### config.mk
export PLATFORM = sky130hd
export DESIGN_NAME = dac_seq_flat
export DESIGN_NICKNAME = d
export VERILOG_FILES = /design/src/rtl/dac_seq_pkg.sv /design/src/rtl/dac_seq_if.sv /design/src/rtl/dac_seq_fifo.sv /design/src/rtl/dac_seq.sv /design/src/flat_wrapper.sv
export SDC_FILE = /design/constraint.sdc
export NUM_CORES = 1
export LEC_CHECK = 0
export CAP_MARGIN = 20
export CORE_MARGIN = 2
export CORE_UTILIZATION = 45
export CTS_CLUSTER_SIZE = 25
export DETAILED_ROUTE_END_ITERATION = 8
export GPL_TIMING_DRIVEN = 0
export PLACE_DENSITY_LB_ADDON = 0.3
export RECOVER_POWER = 50
export REMOVE_ABC_BUFFERS = 1
export SLEW_MARGIN = 10
export SYNTH_ARGS = -nofsm -noshare
export SYNTH_HDL_FRONTEND = slang
export SYNTH_SLANG_ARGS = --single-unit
### constraint.sdc
create_clock -name i_clk -period 3.91 [get_ports i_clk]
set_clock_uncertainty 0.1 [all_clocks]
set_input_delay 0.391 -clock i_clk [delete_from_list [all_inputs] [get_ports i_clk]]
set_output_delay 0.391 -clock i_clk [all_outputs]
set_load 0.05 [all_outputs]
### src/rtl/dac_seq_pkg.sv
// Shared types and default sizing for the DAC sample sequencer.
// Latency: n/a (types and constants only).
// Backpressure: n/a.
package dac_seq_pkg;

    // Playback states of the sequencer FSM
    typedef enum logic [1:0] {
        ST_IDLE  = 2'd0,
        ST_RUN   = 2'd1,
        ST_STALL = 2'd2
    } state_t;

    localparam int DEF_DW    = 16;
    localparam int DEF_DEPTH = 8;
    localparam int DEF_DIVW  = 8;

    // Width of an occupancy counter able to hold 0..depth inclusive
    function automatic int level_w(input int depth);
        return $clog2(depth) + 1;
    endfunction

endpackage

### src/rtl/dac_seq_if.sv
// Write channel from the SPI word loader into the sample FIFO.
// Latency: wires only.
// Backpressure: a word transfers when i_wr_valid and o_wr_ready are both high.
interface dac_seq_if #(
    parameter int DW = 16
);
    logic          i_wr_valid;
    logic [DW-1:0] i_wr_data;
    logic          o_wr_ready;

    // SPI loader side: offers words, observes ready
    modport master (
        output i_wr_valid,
        output i_wr_data,
        input  o_wr_ready
    );

    // Sequencer side: accepts words, drives ready
    modport slave (
        input  i_wr_valid,
        input  i_wr_data,
        output o_wr_ready
    );

endinterface

### src/rtl/dac_seq_fifo.sv
// Synchronous sample FIFO with registered count/pointers and head-to-tail recirculation.
// Latency: a pushed word is visible at the head and in count the cycle after the push.
// Backpressure: pushes while full are dropped (even with a same-cycle pop); pops while empty are ignored.
module dac_seq_fifo
    import dac_seq_pkg::*;
#(
    parameter int DEPTH = DEF_DEPTH,
    parameter int DW    = DEF_DW
) (
    input  logic                     clk,
    input  logic                     rst_n,
    input  logic                     push_vld,
    input  logic [DW-1:0]            push_dat,
    input  logic                     pop_vld,
    input  logic                     recirc_vld,
    output logic [DW-1:0]            head_dat,
    output logic [$clog2(DEPTH):0]   count,
    output logic                     empty,
    output logic                     full
);

    localparam int AW = $clog2(DEPTH);
    localparam int LW = AW + 1;

    logic [DW-1:0] mem_q [DEPTH];
    logic [DW-1:0] mem_d [DEPTH];
    logic [AW-1:0] wr_ptr_q, wr_ptr_d;
    logic [AW-1:0] rd_ptr_q, rd_ptr_d;
    logic [LW-1:0] cnt_q, cnt_d;
    logic          do_push, do_pop, do_recirc;

    assign empty    = (cnt_q == '0);
    assign full     = (cnt_q == LW'(DEPTH));
    assign head_dat = mem_q[rd_ptr_q];
    assign count    = cnt_q;

    // Next-state for storage, pointers and count; recirculation moves head to tail with count unchanged
    always_comb begin
        mem_d     = mem_q;
        wr_ptr_d  = wr_ptr_q;
        rd_ptr_d  = rd_ptr_q;
        cnt_d     = cnt_q;
        do_recirc = recirc_vld && !empty;
        do_push   = push_vld && !full && !do_recirc;
        do_pop    = pop_vld && !empty && !do_recirc;

        if (do_recirc) begin
            // When full the tail slot is the head slot, so this rewrites the word in place
            mem_d[wr_ptr_q] = mem_q[rd_ptr_q];
            wr_ptr_d        = wr_ptr_q + AW'(1);
            rd_ptr_d        = rd_ptr_q + AW'(1);
        end else begin
            if (do_push) begin
                mem_d[wr_ptr_q] = push_dat;
                wr_ptr_d        = wr_ptr_q + AW'(1);
            end
            if (do_pop) begin
                rd_ptr_d = rd_ptr_q + AW'(1);
            end
            case ({do_push, do_pop})
                2'b10:   cnt_d = cnt_q + LW'(1);
                2'b01:   cnt_d = cnt_q - LW'(1);
                default: cnt_d = cnt_q;
            endcase
        end
    end

    // Sample storage carries no reset; count and pointers define validity
    always_ff @(posedge clk) begin
        mem_q <= mem_d;
    end

    // Pointer and occupancy registers
    always_ff @(posedge clk or negedge rst_n) begin
        if (!rst_n) begin
            wr_ptr_q <= '0;
            rd_ptr_q <= '0;
            cnt_q    <= '0;
        end else begin
            wr_ptr_q <= wr_ptr_d;
            rd_ptr_q <= rd_ptr_d;
            cnt_q    <= cnt_d;
        end
    end

endmodule

### src/rtl/dac_seq.sv
// Paced sample sequencer: buffers SPI words and presents one to the DAC every i_div+1 clocks. Optional DAC_SEQ_LOOP_EN adds i_loop replay.
// Latency: first o_tick i_div+1 cycles after i_start is sampled; new o_data one cycle after its tick.
// Backpressure: o_wr_ready low when the FIFO is full (or looping while busy); a tick on an empty FIFO sets o_underrun and stalls.
module dac_seq
    import dac_seq_pkg::*;
#(
    parameter int DEPTH = DEF_DEPTH,
    parameter int DW    = DEF_DW,
    parameter int DIVW  = DEF_DIVW
) (
    input  logic                   i_clk,
    input  logic                   i_resetn,
    dac_seq_if.slave               wr,
    input  logic                   i_start,
    input  logic                   i_stop,
    input  logic [DIVW-1:0]        i_div,
    input  logic                   i_clr_err,
`ifdef DAC_SEQ_LOOP_EN
    input  logic                   i_loop,
`endif
    output logic [DW-1:0]          o_data,
    output logic                   o_tick,
    output logic                   o_busy,
    output logic                   o_underrun,
    output logic [$clog2(DEPTH):0] o_level
);

    localparam int LW = $clog2(DEPTH) + 1;

    state_t          state_q, state_d;
    logic [DIVW-1:0] cnt_q, cnt_d;
    logic [DW-1:0]   data_q, data_d;
    logic            tick_q, tick_d;
    logic            busy_q, busy_d;
    logic            underrun_q, underrun_d;

    logic            loop_on;
    logic            pop_vld, recirc_vld;
    logic            fifo_empty, fifo_full;
    logic [DW-1:0]   fifo_head;
    logic [LW-1:0]   fifo_count;

`ifdef DAC_SEQ_LOOP_EN
    assign loop_on = i_loop;
`else
    assign loop_on = 1'b0;
`endif

    // Writes are refused while looping playback owns the tail of the buffer
    assign wr.o_wr_ready = !fifo_full && !(loop_on && busy_q);

    dac_seq_fifo #(
        .DEPTH (DEPTH),
        .DW    (DW)
    ) u_fifo (
        .clk        (i_clk),
        .rst_n      (i_resetn),
        .push_vld   (wr.i_wr_valid && wr.o_wr_ready),
        .push_dat   (wr.i_wr_data),
        .pop_vld    (pop_vld),
        .recirc_vld (recirc_vld),
        .head_dat   (fifo_head),
        .count      (fifo_count),
        .empty      (fifo_empty),
        .full       (fifo_full)
    );

    // FSM next-state, rate divider, sample capture and underrun flag
    always_comb begin
        state_d    = state_q;
        cnt_d      = cnt_q;
        data_d     = data_q;
        underrun_d = underrun_q;
        pop_vld    = 1'b0;
        recirc_vld = 1'b0;

        // Clear first so a same-cycle underrun below takes priority
        if (i_clr_err) begin
            underrun_d = 1'b0;
        end

        unique case (state_q)
            ST_IDLE: begin
                if (i_start && !i_stop) begin
                    state_d = ST_RUN;
                    cnt_d   = i_div;
                end
            end
            ST_RUN: begin
                if (i_stop) begin
                    state_d = ST_IDLE;
                end else if (cnt_q == '0) begin
                    // Sample slot: this is the cycle o_tick is high
                    cnt_d = i_div;
                    if (!fifo_empty) begin
                        data_d = fifo_head;
                        if (loop_on) begin
                            recirc_vld = 1'b1;
                        end else begin
                            pop_vld = 1'b1;
                        end
                    end else begin
                        underrun_d = 1'b1;
                        state_d    = ST_STALL;
                    end
                end else begin
                    cnt_d = cnt_q - DIVW'(1);
                end
            end
            ST_STALL: begin
                if (i_stop) begin
                    state_d = ST_IDLE;
                end else if (!fifo_empty) begin
                    state_d = ST_RUN;
                    cnt_d   = i_div;
                end
            end
            default: begin
                state_d = ST_IDLE;
            end
        endcase

        // o_tick is registered, so it is precomputed from the counter value entering the next cycle
        tick_d = (state_d == ST_RUN) && (cnt_d == '0);
        busy_d = (state_d != ST_IDLE);
    end

    // State, divider and output registers
    always_ff @(posedge i_clk or negedge i_resetn) begin
        if (!i_resetn) begin
            state_q    <= ST_IDLE;
            cnt_q      <= '0;
            data_q     <= '0;
            tick_q     <= 1'b0;
            busy_q     <= 1'b0;
            underrun_q <= 1'b0;
        end else begin
            state_q    <= state_d;
            cnt_q      <= cnt_d;
            data_q     <= data_d;
            tick_q     <= tick_d;
            busy_q     <= busy_d;
            underrun_q <= underrun_d;
        end
    end

    assign o_data     = data_q;
    assign o_tick     = tick_q;
    assign o_busy     = busy_q;
    assign o_underrun = underrun_q;
    assign o_level    = fifo_count;

endmodule

### src/flat_wrapper.sv
// flat-port wrapper written by rule: the top's interface ports become plain ports
module dac_seq_flat import dac_seq_pkg::*;
#(
    parameter int DEPTH = DEF_DEPTH,
    parameter int DW    = DEF_DW,
    parameter int DIVW  = DEF_DIVW
)
  (i_clk, i_resetn, i_start, i_stop, i_div, i_clr_err, o_data, o_tick, o_busy, o_underrun, o_level, wr_i_wr_valid, wr_i_wr_data, wr_o_wr_ready);
  dac_seq_if #(.DW(DW)) wr_i ();
  input  logic i_clk;
  input  logic i_resetn;
  input  logic i_start;
  input  logic i_stop;
  input  logic [DIVW-1:0] i_div;
  input  logic i_clr_err;
  output logic [DW-1:0] o_data;
  output logic o_tick;
  output logic o_busy;
  output logic o_underrun;
  output logic [$clog2(DEPTH):0] o_level;
  input wire logic [$bits(wr_i.i_wr_valid)-1:0] wr_i_wr_valid;
  input wire logic [$bits(wr_i.i_wr_data)-1:0] wr_i_wr_data;
  output wire logic [$bits(wr_i.o_wr_ready)-1:0] wr_o_wr_ready;
  assign wr_i.i_wr_valid = wr_i_wr_valid;
  assign wr_i.i_wr_data = wr_i_wr_data;
  assign wr_o_wr_ready = wr_i.o_wr_ready;
  dac_seq #(.DEPTH(DEPTH), .DW(DW), .DIVW(DIVW)) u_core (.i_clk(i_clk), .i_resetn(i_resetn), .wr(wr_i), .i_start(i_start), .i_stop(i_stop), .i_div(i_div), .i_clr_err(i_clr_err), .o_data(o_data), .o_tick(o_tick), .o_busy(o_busy), .o_underrun(o_underrun), .o_level(o_level));
endmodule
==> metrics.md, run 1 <==
| Metric | Value |
|---|---|
| Run status | complete, but fails checks |
| Violated checks | capacitance limit, slew limit |
| Fin cells | 671 |
| Fmax | approximately 270 MHz |
| Critical path peak fanout | 22 |
| Max incr delay on CP | approximately 0.52 ns |
| CTS tree | built |
| WHS Path Cells | 2 |
| Ant diodes | 0 |
| Clk slew on worst S/H paths | about 0.060 ns |
| Period utilization | 93.1% |
| CTS H-tree lvls | 4 |
| HP Class | reg2reg |
| Site Rows | 45 |
| Layout cells sized above 1 | 19.5% |
| Worst hold start | u_core.o_data[14] |
| Clock root cell | clkbuf_16 |
| FF-to-FF setup slack | approximately 0.27 ns |
| R2r startpoint | u_core.cnt_q[0] |
| Setup violators final | 0 |
| Hold endpoint | u_core.o_data[14] |
| Initial DRC count | approximately 230 |
| Worst path most repeated cell | ha_1 |
| Power per Cell Area | between 600 and 700 mW/mm² |
| Top Ports | 54 |
| Seq cells post-synth | 167 |
| Max Slew Vio Count | 29 |
| Die ar. | between 0.015 and 0.02 mm² |
| Slowest cell on crit path | or3b_1 |
| Worst-Margin Slew | 1.77 ns |
| Top-area cell type share of the netlist area | roughly 56% |
| Seq/Total Area, Yosys | slightly above 70% |
| Cell Chain, Critical Path | inv_1 > ha_1 > or3b_1 > nor3_1 > nand2_2 > buf_16 > inv_1 > ha_1 > ha_1 > a21o_1 > a21oi_1 > xnor2_1 > nor2_1 > xor2_1 |
| Post-synth EDFFs | between 100 and 150 |
| Final min period | 3.64 ns |
| WP data required | between 4 and 5 ns |
| Most frequent cells after synthesis | edfxtp_1, dfrtp_1, mux4_2, nand2_1, mux2i_1 |
| # nets final | ~500 |
| Num CTS Buffers | 17 |
| Placer Congestion | 0.839 |
| Initial antenna violation count | 0 |
| Area grow syn2layout | 21.9% |
| Buffers on Ports | 53 |
| Setup tns final | 0 ns |
| # DRC | 0 |
| Internal | roughly 3800 µW |
| Seq pwr share | between 40 and 50% |
| MaxCap Viol Count | 1 |
| Drt total wl | around 14 mm |
| Switching share of power | 30.5% |
| P_sw | 1670 µW |
| Dpl hpwl | 8.99 mm |
| Crit. End Element | register |
| Vias in the first global route | a little under 4000 |
| Die height | around 130 µm |
| Mapped Area | 0.00684 mm² |
| Cell variety after synth | 58 |
| Synth top area cells | edfxtp_1, dfrtp_1, mux4_2 |
| Synth area leader | edfxtp_1 |
| First-pass GRT wire length | 21.7 mm |
| Ys Warns | 0 |
| Max transition margin | -18.1% |
| DIE WIDTH | around 130 µm |
| FFs w/ async S/R, synth | between 20% and 30% |
| Placed Area | a little under 0.008 mm² |
| Design Area, Final | between 0.008 and 0.009 mm² |
| Clk pwr share | between 20% and 30% |
| Crit start category | register |
| Tot GR Track Use | between 10% and 20% |
| Core area | 0.0150 mm² |
| Final hold violation count | 0 |
| Gr ovfl total | 0 |
| Longest Clk Path Bufs | 2 |
| WL per Instance | 20.2 µm |
| RSZ-0062 raised after global routing | no |
| Worst r2r path cells | 14 |
| Initial Util | between 40% and 50% |
| Vias | approximately 3700 |
| R2r endpoint | u_core.u_fifo.count[3] |
| Leakage power | approximately 0.0029 µW |
| Critical Setup Path Class | reg2reg |
| Clk_lat worst skew | between 0.4 and 0.5 ns |
| Gate Count Post-Synth | around 400 |
| Syn_area_per_cell | roughly 17 µm² |
| Number of fill cells | ~1100 |
| CP arrival | 3.84 ns |
| Drt pass-1 iters | 5 |
| Top-count cell post-synth | edfxtp_1 |
| Top FF cell, synth | edfxtp_1 |
| ANT nets after route | 0 |
| Clk sinks | about 170 |
| VDD IR-drop max | ~0.00048 V |
| Post-Place Cells | around 640 |
| Vias/cell | between 5 and 6 |
| Pin count of the biggest net entering global routing | 35 |
| Comb pwr share | between 20% and 30% |
[layout by cell type, fill, tap and decap left out, types with 4 or more instances in the layout]
master,count
nor3_1,5
nand2b_1,4
o21ai_1,9
buf_6,7
nand3_1,6
dfrtp_1,37
edfxtp_1,128
inv_1,12
nand2_1,31
clkbuf_16,17
clkdlybuf4s50_1,33
mux4_2,32
o21ai_0,15
nor2_2,5
xnor2_1,5
a21oi_1,4
ha_1,6
mux2i_1,18
nor2_1,12
dlygate4sd3_1,20
[final cells by class]
class | instances | area (µm²) | area share [%]
Inverter | 12 | 45.0 | 0.540
Sequential cell | 167 | 4820 | 57.9
Timing Repair Buffer | 68 | 744 | 8.93
Clock inverter | 12 | 128 | 1.53
Multi-Input combinational cell | 205 | 1920 | 23.0
Clock buffer | 19 | 443 | 5.31
Tap cell | 188 | 235 | 2.82
[worst max-delay path, delay by kind of cell, from the launching register on]
kind / cells / cell delay (ns)
flops: 1 / 0.41
simple gates: 4 / 1.21
xor+xnor: 2 / 0.27
buf+inv: 3 / 0.46
fa+ha+maj: 3 / 0.73
compound gates: 2 / 0.33
[worst max path at each step]
stage	slack [ns]	to	startpoint
6_report	0.27	u_core.u_fifo.count[3]	u_core.cnt_q[0]
5_1_grt	0.02	u_core.u_fifo.count[3]	u_core.cnt_q[0]
4_1_cts	0.08	u_core.u_fifo.count[3]	u_core.cnt_q[0]
3_5_place_dp	-0.28	u_core.u_fifo.count[3]	i_stop
3_3_place_gp	-0.62	u_core.u_fifo.count[3]	i_stop
2_1_floorplan	0.48	u_core.u_fifo.mem_q[112]	u_core.u_fifo.count[0]
[sequential cells by signal, summed over array words and instances (netlist names)]
signal and flops:
u_core.u_fifo.mem_q 128, u_core.cnt_q 8, u_core.u_fifo.wr_ptr_q 3, u_core.u_fifo.rd_ptr_q 3, u_core.o_data 16, u_core.o_underrun 1, u_core.u_fifo.count 4, u_core.state_q 2
u_core.o_tick 1, u_core.o_busy 1
[cell families (layout without fill, tap and decap cells)]
group           Yosys count  after routing  synth area share (%)
compound gates           50             50                  5.07
xor+xnor                  7              7                 0.897
fa+ha+maj                 7              7                  1.39
buf+inv                  29            111                  1.77
flops                   167            167                  70.5
mux                      52             52                  13.5
simple gates             89             89                  6.88
[metrics by stage]
stage,power (µW),setup WS [ns],hold WS (ns),utilization [%]
after CTS,5530,0.0762,0.292,55.6
after global routing,5730,0.0221,0.409,55.4
final,5470,0.270,0.387,55.4
after global placement,3800,-0.618,0.366,50.1
after floorplan,3380,0.480,-0.00459,-
after detailed placement,3920,-0.284,0.204,51.7
[power by group through the flow]
stage / registers, µW / clock network (µW) / logic [µW]
floorplan: 2690 / 0 / 687
detailed placement: 2520 / 0 / 1400
finish: 2480 / 1600 / 1380
global placement: 2540 / 0 / 1270
CTS: 2490 / 1640 / 1410
global route: 2520 / 1700 / 1500
[timing repair]
action                     CTS  global route
setup endpoints to repair    0             2
buffers inserted             0             0
hold buffers                 1             0
resized for setup            0             1
hold endpoints to repair    11             0
[metal layers]
metal  vias up  wire length (µm)  GRT usage, %
met4         0               131          7.11
met5         -                 0             0
li1       1715                 -             -
met2        75              7070          31.0
met3        10               476          4.15
met1      1941              5850          23.0
Note: power is estimated with default switching activity, not from simulation.
==> run 2: changes to the inputs <==
- clock period: 3.91 -> 3.6 ns (I/O delays scaled with it)
==> metrics.md, run 2 (synthesis gave the netlist of run 1 again) <==
| Metric | Value |
|---|---|
| Run status | complete, but fails checks |
| Violated checks | capacitance limit, slew limit |
| Initial DRC count | between 200 and 250 |
| Pin count of the biggest net entering global routing | 35 |
| Worst path depth | 14 |
| Gr ovfl total | 0 |
| Site Rows | 45 |
| Drt total wl | 13.5 mm |
| Crit. End Element | register |
| First-pass GRT wire length | ~22 mm |
| Layout cells sized above 1 | between 20% and 30% |
| Slowest cell on crit path | or3b_1 |
| Critical path peak fanout | 22 |
| # nets final | 509 |
| R2r startpoint | u_core.cnt_q[0] |
| Max incr delay on CP | about 0.53 ns |
| Num CTS Buffers | 17 |
| Placer Congestion | 0.839 |
| Cell Chain, Critical Path | inv_1 > ha_1 > or3b_1 > nor3_2 > nand2_2 > buf_16 > inv_1 > ha_1 > ha_1 > a21o_1 > a21oi_1 > xnor2_1 > nor2_1 > xor2_1 |
| MaxCap Viol Count | 1 |
| FF-to-FF setup slack | roughly 0.26 ns |
| Final hold violation count | 0 |
| Critical Setup Path Class | reg2reg |
| Pre-CTS setup slack | -0.563 ns |
| Worst path most repeated cell | ha_1 |
| Worst-Margin Slew | around 1.8 ns |
| Buffers on Ports | 53 |
| Crit path buf inv count | 3 |
| Drt pass-1 iters | 4 |
| Crit start category | register |
| VDD IR-drop max | 0.000518 V |
| Setup violators final | 0 |
| Clk slew on worst S/H paths | about 0.06 ns |
| Switching share of power | between 30% and 40% |
| Max FFs per register | 128 |
| CTS tree | built |
| Die height | 127 µm |
| Fmax | between 200 and 300 MHz |
| Initial Util | between 40% and 50% |
| Worst Setup SP | u_core.cnt_q[0] |
| Internal | between 4000 and 5000 µW |
| Leakage power | between 0.002 and 0.003 µW |
| Final min period | ~3.3 ns |
| Design Area, Final | around 0.0084 mm² |
| R2r endpoint | u_core.u_fifo.count[3] |
| Area grow syn2layout | 22.1% |
| Worst Setup EP | u_core.u_fifo.count[3] |
| Final WS setup | ~0.26 ns |
| # DRC | 0 |
| WHS Path Cells | 2 |
| WL per Instance | ~20 µm |
| Max Slew Vio Count | 29 |
| Core area | 0.0150 mm² |
| Ant diodes | 0 |
| Die ar. | approximately 0.016 mm² |
| Worst r2r path cells | 14 |
| Commonest non-fill, non-tap cell in the layout | edfxtp_1 |
| DIE WIDTH | about 130 µm |
| Clock root cell | clkbuf_16 |
| Clk sinks | 167 |
| Number of fill cells | around 1100 |
| Most frequent cells in the layout | edfxtp_1, dfrtp_1, clkdlybuf4s50_1 |
| Placed Area | roughly 0.008 mm² |
| Critical path's top delay family | simple AND/OR/NAND/NOR gates |
| Tot GR Track Use | around 18% |
| Vias in the first global route | ~4000 |
| P_sw | about 1800 µW |
| Top Ports | 54 |
| CTS H-tree lvls | 4 |
| Longest Clk Path Bufs | 2 |
| WP data required | about 3.8 ns |
| Vias | around 3700 |
| Dpl hpwl | 8.99 mm |
| CP arrival | 3.54 ns |
| Final Util | between 50% and 60% |
| Max transition margin | -18.9% |
| Comb pwr share | around a quarter |
| ANT nets after route | 0 |
| HP Class | reg2reg |
| Vias/cell | ~5.6 |
| Clk_lat worst skew | between 0.4 and 0.5 ns |
| Power per Cell Area | roughly 710 mW/mm² |
| RSZ-0062 raised after global routing | no |
| Period utilization | 92.7% |
| Seq pwr share | about 45% |
| Clk pwr share | between 20% and 30% |
| Initial antenna violation count | 0 |
| Top reg by flops | u_core.u_fifo.mem_q |
-- run 2: cell count changes in the layout (fill, tap and decap cells not counted), sizes merged --
cell / delta
buf: +1
-- run 2: how the worst min path moves through the flow --
stage	startpoint	end	slack [ns]
2_1_floorplan	i_resetn	u_core.cnt_q[0]	-0.04
3_3_place_gp	u_core.o_data[15]	u_core.o_data[15]	0.37
3_5_place_dp	i_resetn	u_core.u_fifo.count[1]	0.17
4_1_cts	i_resetn	u_core.u_fifo.count[1]	0.26
5_1_grt	i_clr_err	u_core.o_underrun	0.40
6_report	u_core.o_data[14]	u_core.o_data[14]	0.39
-- run 2: stage by stage --
step	instances	setup TNS [ns]	hold slack [ns]	power [µW]
after floorplan	384	0	-0.0356	3670
after global placement	625	-14.69	0.366	4130
after detailed placement	639	-1.24	0.173	4260
after CTS	672	0	0.261	6010
after global routing	672	0	0.404	6220
final	672	0	0.387	5940
-- run 2: worst register-to-register path: cells and delay by family, from the launching register on --
kind	cells	cell delay [ns]
DFF	1	0.40
AOI/OAI and AO/OA	2	0.33
adders and majority gates	3	0.73
buffers and inverters	3	0.40
xor gates and xnor gates	2	0.27
and+or+nand+nor	4	0.99
-- run 2: layer usage --
layer | GRT usage (%) | wire length [µm] | vias up | share of wire (%)
li1 | - | - | 1714 | -
met1 | 23.0 | 5770 | 1918 | 43
met2 | 31.0 | 7040 | 101 | 52
met3 | 4.15 | 573 | 12 | 4.2
met4 | 7.11 | 150 | 0 | 1.1
met5 | 0 | 0 | - | 0
-- run 2: layout make-up --
type	instances	area, µm²	share of cell area, %
Inverter	12	45.0	0.539
Sequential cell	167	4820	57.7
Multi-Input combinational cell	205	1930	23.1
Timing Repair Buffer	69	752	9.00
Clock buffer	19	443	5.30
Tap cell	188	235	2.82
Clock inverter	12	128	1.53
-- run 2: repair_timing --
item / in CTS / in global routing
buffers inserted: 1 / 0
gates resized for setup: 1 / 1
endpoints found under the setup margin: 2 / 1
hold endpoints to repair: 11 / 0
pin swaps: 1 / 0
hold buffers: 1 / 0
-- run 2: power groups by stage --
stage                     combinational [µW]  sequential [µW]  clock [µW]
after global placement                  1370             2760           0
final                                   1500             2700        1740
after detailed placement                1520             2740           0
after global routing                    1630             2740        1850
after CTS                               1530             2700        1780
after floorplan                          746             2920           0
==> run 3: changes to the inputs <==
- REMOVE_ABC_BUFFERS: 1 -> not set
- SLEW_MARGIN: 10 -> 30
==> metrics.md, run 3 (synthesis gave the netlist of run 1 again) <==
| Metric | Value |
|---|---|
| Setup violators final | 0 |
| # nets final | about 520 |
| Internal | ~4300 µW |
| Commonest non-fill, non-tap cell in the layout | edfxtp_1 |
| P_sw | 1960 µW |
| WP data required | ~3.8 ns |
| Initial DRC count | 241 |
| Pin count of the biggest net entering global routing | 18 |
| Clk slew on worst S/H paths | about 0.07 ns |
| Layout cells sized above 1 | between 10% and 20% |
| Most frequent cells in the layout | edfxtp_1, dfrtp_1, mux4_2 |
| Ant diodes | 0 |
| Top reg by flops | u_core.u_fifo.mem_q |
| Postcts setup bufs | 0 |
| Worst Setup SP | u_core.cnt_q[0] |
| Drt pass-1 iters | 4 |
| Vias in the first global route | 3961 |
| Leakage power | around 0.0029 µW |
| Power Total | between 6000 and 7000 µW |
| Run status | finished, final reports clean |
| Max transition margin | 36.0% |
| Wire length on met1 | ~6.2 mm |
| CTS H-tree lvls | 4 |
| Fmax | approximately 300 MHz |
| Core area | 0.0150 mm² |
| DIE WIDTH | 127 µm |
| Longest Clk Path Bufs | 2 |
| Die ar. | 0.0162 mm² |
| ANT nets after route | 0 |
| Site Rows | 45 |
| R2r startpoint | u_core.cnt_q[0] |
| Vias | 3894 |
| # DRC | 0 |
| Gr ovfl total | 0 |
| Final min period | approximately 3.4 ns |
| WL met2 | 7.19 mm |
| Crit start category | register |
| CTS tree | built |
| Met3 routed WL | 808 µm |
| First-pass GRT wire length | 22.4 mm |
| Placer Congestion | between 0.8 and 0.9 |
| Max Slew Vio Count | 0 |
| Final hold violation count | 0 |
| Seq pwr share | 42.1% |
| MaxCap Viol Count | 0 |
| Clk_lat worst skew | ~0.43 ns |
| Worst-Margin Slew | around 0.96 ns |
| Clk sinks | around 170 |
| Worst hold start | u_core.o_data[9] |
| Clock root cell | clkbuf_16 |
| Critical path peak fanout | 8 |
| Critical Setup Path Class | reg2reg |
| Setup tns final | 0 ns |
| Power per Cell Area | approximately 740 mW/mm² |
| Num CTS Buffers | 17 |
| Period utilization | just over 90% |
| WL per Instance | about 21 µm |
| HP Class | reg2reg |
| Vias/cell | roughly 5.7 |
| Post-Syn Nets | approximately 440 |
| Initial Util | a little under half |
| CP arrival | 3.58 ns |
| Initial antenna violation count | 0 |
| Worst r2r path cells | 14 |
| Max FFs per register | about 130 |
| WHS Path Cells | 2 |
| RSZ-0062 raised after global routing | no |
| Placed Area | slightly below 0.008 mm² |
| Buffers on Ports | 53 |
| Comb pwr share | between 20% and 30% |
| VDD IR-drop max | 0.000410 V |
| Switching share of power | a little under a third |
| Crit. End Element | register |
| Top Ports | 54 |
| Highest Signal Layer | met4 |
| Final Util | roughly 56% |
| Die height | 127 µm |
| Hold Slack | about 0.38 ns |
| Area grow syn2layout | 22.4% |
| Clk pwr share | between 30% and 40% |
| Tot GR Track Use | between 10% and 20% |
| Dpl hpwl | approximately 9.3 mm |
| Design Area, Final | around 0.0084 mm² |
| Drt total wl | ~14 mm |
[run 3: final timing paths]
check | slack [ns] | endpoint
setup / recovery | 0.23 | u_core.u_fifo.count[3]
hold / removal | 0.38 | u_core.o_data[9]
setup reg to reg | 0.23 | u_core.u_fifo.count[3]
hold reg to reg | 0.38 | u_core.o_data[9]
max in group asynchronous | 1.06 | u_core.cnt_q[7]
min in group asynchronous | 0.43 | u_core.u_fifo.count[1]
[run 3: stage by stage]
stage | worst slack, ns | instances
floorplan | 0.170 | 401
global placement | -0.627 | 642
detailed placement | 0.0933 | 648
CTS | 0.0763 | 681
global route | 0.0278 | 681
finish | 0.231 | 681
[run 3: critical path, cell delays in order (launching register included)]
cell	delay, ns
dfrtp_1	0.41
inv_1	0.12
ha_1	0.29
or3b_1	0.37
clkbuf_1	0.21
nor3_2	0.28
nand2_2	0.19
inv_1	0.14
ha_1	0.21
ha_1	0.24
a21o_1	0.18
a21oi_1	0.18
xnor2_1	0.13
nor2_1	0.06
xor2_1	0.14
[run 3: what timing repair did]
item	CTS	global route
endpoints found under the setup margin	0	1
hold buffers	1	0
endpoints found under the hold margin	12	0
gates resized for setup	0	2
[run 3: final cells by class]
| cell class | count | area [µm²] |
|---|---|---|
| Buffer | 17 | 78.8 |
| Clock buffer | 17 | 425 |
| Clock inverter | 15 | 233 |
| Fill cell | 1171 | 6670 |
| Inverter | 12 | 45.0 |
| Multi-Input combinational cell | 205 | 1960 |
| Sequential cell | 167 | 4820 |
| Tap cell | 188 | 235 |
| Timing Repair Buffer | 60 | 572 |
[run 3: power by group through the flow]
stage                     logic [µW]  registers, µW  clock network (µW)
after CTS                       1630           2620                2040
after global placement          1520           2640                   0
after detailed placement        1620           2660                   0
after floorplan                  842           2840                   0
final                           1590           2620                2010
after global routing            1720           2650                2110
[run 3: per-layer routing]
metal  global-route usage, %  up-vias
met4                    5.11        0
met3                    5.03       18
li1                        -     1731
met5                       0        -
met2                    31.3      145
met1                    24.9     2000
